## src/rtl/irq_round_robin_scheduler.sv

```systemverilog
// Round-robin sequencer for 15 edge-latched interrupt requests, served one at a
// time over a valid/ack handshake, with a registered any-pending flag.
//
// state | meaning
// IDLE  | no grant presented; looks for an eligible pending source each edge
// GRANT | valid high, id held until the CPU acknowledges
module irq_round_robin_scheduler #(
  parameter logic [14:0] POLARITY_MASK = 15'h0000
) (
  input  logic        clk,
  input  logic        reset,
  input  logic [14:0] req,
  input  logic [14:0] enable,
  input  logic        ack,
  output logic        valid,
  output logic [3:0]  id,
  output logic        any
);

  typedef enum logic {IDLE = 1'b0, GRANT = 1'b1} state_t;

  state_t      state, state_next;
  logic [14:0] q, pending, pending_next, eff, rise, clr, eligible;
  logic [3:0]  ptr, ptr_next, winner;
  logic [4:0]  scan_idx;
  logic        found;

  assign eff      = req ^ POLARITY_MASK;
  assign rise     = eff & ~q;
  assign eligible = pending & enable;

  // Scan ptr, ptr+1, ... with wrap at 15; first eligible source wins.
  always_comb begin
    winner   = '0;
    found    = 1'b0;
    scan_idx = '0;
    for (int k = 0; k < 15; k++) begin
      scan_idx = {1'b0, ptr} + 5'(k);
      if (scan_idx >= 5'd15) scan_idx = scan_idx - 5'd15;
      if (!found && eligible[scan_idx[3:0]]) begin
        found  = 1'b1;
        winner = scan_idx[3:0];
      end
    end
  end

  always_ff @(posedge clk) begin
    if (reset) begin
      state   <= IDLE;
      q       <= '0;
      pending <= '0;
      ptr     <= '0;
      id      <= '0;
      any     <= 1'b0;
    end else begin
      state   <= state_next;
      q       <= eff;
      pending <= pending_next;
      ptr     <= ptr_next;
      any     <= |(pending_next & enable);
      if (state == IDLE && found) id <= winner;
    end
  end

  // A new edge on the acknowledged source survives its own clear.
  always_comb begin
    state_next = state;
    ptr_next   = ptr;
    clr        = '0;
    case (state)
      IDLE: if (found) state_next = GRANT;
      GRANT: begin
        if (ack) begin
          state_next = IDLE;
          clr        = 15'(1) << id;
          ptr_next   = (id == 4'd14) ? 4'd0 : id + 4'd1;
        end
      end
      default: state_next = IDLE;
    endcase
    pending_next = (pending & ~clr) | rise;
  end

  always_comb begin
    valid = (state == GRANT);
  end

endmodule

```

## config.mk

```make
export PLATFORM = sky130hd
export DESIGN_NAME = irq_round_robin_scheduler
export DESIGN_NICKNAME = d
export VERILOG_FILES = /design/src/rtl/irq_round_robin_scheduler.sv
export SDC_FILE = /design/constraint.sdc
export NUM_CORES = 1
export LEC_CHECK = 0
export ABC_AREA = 1
export BUFFER_PORTS_ARGS = -buffer_cell sky130_fd_sc_hd__buf_2
export CORE_MARGIN = 8
export CORE_UTILIZATION = 53
export DETAILED_ROUTE_END_ITERATION = 10
export PLACE_DENSITY_LB_ADDON = 0.05
export SYNTH_ARGS = -nofsm -noshare
export SYNTH_HDL_FRONTEND = slang
export SYNTH_SLANG_ARGS = --single-unit
```

## constraint.sdc

```tcl
create_clock -name clk -period 4.85 [get_ports clk]
set_clock_uncertainty 0.2 [all_clocks]
set_input_delay 0.2425 -clock clk [delete_from_list [all_inputs] [get_ports clk]]
set_output_delay 0.2425 -clock clk [all_outputs]
set_load 0.05 [all_outputs]
```

==> key figures <==
Run status
  – Status: finished clean

Yosys
  – Xor and xnor area share after synthesis: 0.0199
  – Yosys cell types: between 50 and 60
  – Post-Synthesis Cells: approximately 1.1k
  – Sequential share of the synthesized area: 0.132
  – Largest cells by area after synthesis: nand2_1, dfxtp_1, nand3_1
  – Top-area cell type share of the netlist area: 0.162
  – Largest family of logic cells by synthesized area: simple AND/OR/NAND/NOR gates
  – Share of synthesized cell area in full adder, half adder and majority cells: 0.0373
  – Synth Area in Compound Gates: 0.230
  – YS warnings: 0
  – Syn Nets: 1139
  – Synth Register Bits: 40
  – Main synth FF type: dfxtp_1
  – Post-synthesis mux area share: 0
  – Largest area contributor in the netlist: nand2_1
  – Simple-gate share of the synthesized area: 0.465
  – Mapped cell area: about 6000 um2
  – Post-synth EDFFs: 0
  – Synthesized area per cell: 5.56 um2
  – Async set-or-reset flop fraction in the synthesized netlist: 0

Drt
  – M1 WL: 8990 um
  – Met2 routed WL: 10400 um
  – TritonRoute pass-1 iters: 7
  – Drt via density: 5.96
  – Initial drt markers: 912
  – Met3 WL: 1960 um
  – Vias post-DR: 7678
  – Drt wl/cell: around 18 um
  – # DRC: 0
  – Max Used Layer: met4
  – Final wirelength: between 20000 and 25000 um
  – Post-detailed-route count of antenna-violating nets: 0

Timing
  – Count of final max-slew check failures: 0
  – Tcrit/Tclk final: 0.909
  – Min cycle time layout: between 4000 and 5000 ps
  – Worst-Margin Slew: roughly 760 ps
  – WHS: approximately 170 ps
  – Fmax: 227 MHz
  – Count of final hold-check violations: 0
  – Setup TNS Final: 0 ps
  – Unrepaired setup endpoints after global routing: no
  – Relative slew slack: 0.489
  – Setup Viol. Count Final: 0

Min path
  – Min-Delay Path Depth: 5
  – Hold Path Class: input port to flop

Floorplanning
  – Core Box Area: 11300 um2
  – Rows: 39
  – Die Width: between 100 and 150 um
  – Initial Util: 0.536
  – I/O pin count: 39
  – Die Area: 15100 um2
  – Die Y: about 120 um

Clocking
  – Setup bufs post-CTS: 0
  – Clock tree buffer depth: 2
  – TritonCTS clock tree: built
  – Hold_buf cts: 15
  – CTS buffer count: 5
  – Worst-skew pair later-pin latency: 280 ps
  – Sink Count: 40
  – Root buf cell: clkbuf_16
  – CTS clock-pin slew for the worst setup and hold paths: 60 ps
  – Htree depth: 2
  – Resized cells post-CTS: 0

Cells and area
  – Layout cells sized above 1: 0.115
  – Diode count: 0
  – Total Nets Final: roughly 1.2k
  – Most common cell after layout, fill and taps aside: nand2_1
  – FILL cells: 1177
  – Most frequent cells in the layout: nand2_1, nand3_1, inv_1
  – Area grow syn2layout: 11.2%

Setup path
  – Worst Setup SP: ptr[1]$_SDFFE_PP0P_
  – Critical Path RT: approximately 4800 ps
  – Setup slack, reg-to-reg: 440 ps
  – Worst EP arrival: 4350 ps
  – Crit. End Element: flop
  – CP startpoint kind: flop
  – Crit-path max FO: 12
  – Worst Path Class, Setup: flop to flop
  – FF-to-FF Start: ptr[1]$_SDFFE_PP0P_
  – Reg2reg end: id[2]$_SDFFE_PP0P_
  – Crit path capture: id[2]$_SDFFE_PP0P_
  – R2R cell count: 23

Pwr
  – PwrDens: 390 nW/um2
  – Static Leak: 3.24 nW
  – Maximum VDD drop: ~410 uV

GRT
  – Gr usage total: 0.299
  – Global-route wire length before repair: 35600 um
  – Largest net degree at the start of global routing: 37
  – Initial antenna violation count: 0
  – Congestion Overflow GR: 0
  – Vias in the first global route: around 6.9k

Run
  – Max-Cap Viols: 0

Placed design
  – DP Wirelength: 17200 um
  – Port Buffer Count: 38
  – Gp weighted congestion: 0.976
per-layer routing:
metal	vias to the layer above	track usage
met3	78	0.0354
met2	428	0.504
li1	3760	-
met5	-	0
met1	3412	0.361
met4	0	0.167
through the flow:
stage               utilization  total power, mW  cells  cell area [um2]  setup slack (ps)
floorplan                     -             1.78   1088             6050               988
global placement          0.570             2.23   1266             6430               594
detailed placement        0.570             2.23   1266             6430               516
CTS                       0.597             2.58   1289             6730               522
global route              0.597             2.83   1289             6730             0.624
finish                    0.597             2.62   1289             6730               439
synth_stat cells (5+ instances only):
library cell	number
nor3_1	10
o21ai_2	5
clkbuf_1	8
inv_2	10
buf_2	6
nand3_2	8
nor2_1	130
nand2_1	261
nand3_1	151
o21ai_0	103
ha_1	18
o21ai_1	14
o221ai_1	8
nand2_4	6
inv_1	134
o22ai_1	11
dfxtp_1	40
buf_6	5
a21oi_1	42
nand2_2	18
o211ai_1	31
nand4_1	12
critical path, stage by stage (launching register included):
cell and delay [ps]:
dfxtp_1 580, inv_1 110, buf_4 200, ha_1 410
inv_2 150, o21ai_1 100, nand2_1 110, nand2_2 100
o21ai_0 430, inv_1 110, nand3_1 100, nand3b_1 90
nand2_1 170, nand4_4 160, nor2_8 180, nand4_4 130
nor2_4 150, nand4_2 130, nor2_4 180, nand3_2 160
nor2_1 140, nor2_1 50, nand2_1 70, a21oi_2 50
sequential cells by signal, summed over array words and instances, names as in the netlist:
signal   cells
q           15
any          1
valid        1
id           4
pending     15
ptr          4
cell families (layout without fill, tap and decap cells):
logic type	after synthesis	count (layout)
and+or+nand+nor	615	615
AOI/OAI and AO/OA	234	234
buffers and inverters	172	230
DFF	40	40
adders and majority gates	18	18
xor gates and xnor gates	9	9
report_power, final:
part / leakage [nW] / internal (mW) / switching, mW / total, mW
logic: 2.83 / 0.551 / 1.33 / 1.88
clock network: 0.0766 / 0.203 / 0.129 / 0.332
registers: 0.332 / 0.366 / 0.0427 / 0.408
final cells by class:
class                   count  area [um2]  share of cell area
repair buffers             73         490              0.0729
inverters                 149         562              0.0835
well taps                 143         179              0.0266
multi-input cells         876        4540               0.676
flip-flops and latches     40         801               0.119
clock inverters             2        10.0             0.00149
clock buffers               6         139              0.0207
worst min path at each step:
stage                           from          endpoint  slack, ps
after floorplan              req[12]  q[12]$_SDFF_PP0_        160
after global placement        req[8]   q[8]$_SDFF_PP0_        250
after detailed placement      req[9]   q[9]$_SDFF_PP0_        260
after CTS                 enable[12]    any$_SDFF_PP0_        170
after global routing      enable[12]    any$_SDFF_PP0_        230
final                     enable[12]    any$_SDFF_PP0_        170
Power figures use the tool's default switching activity.
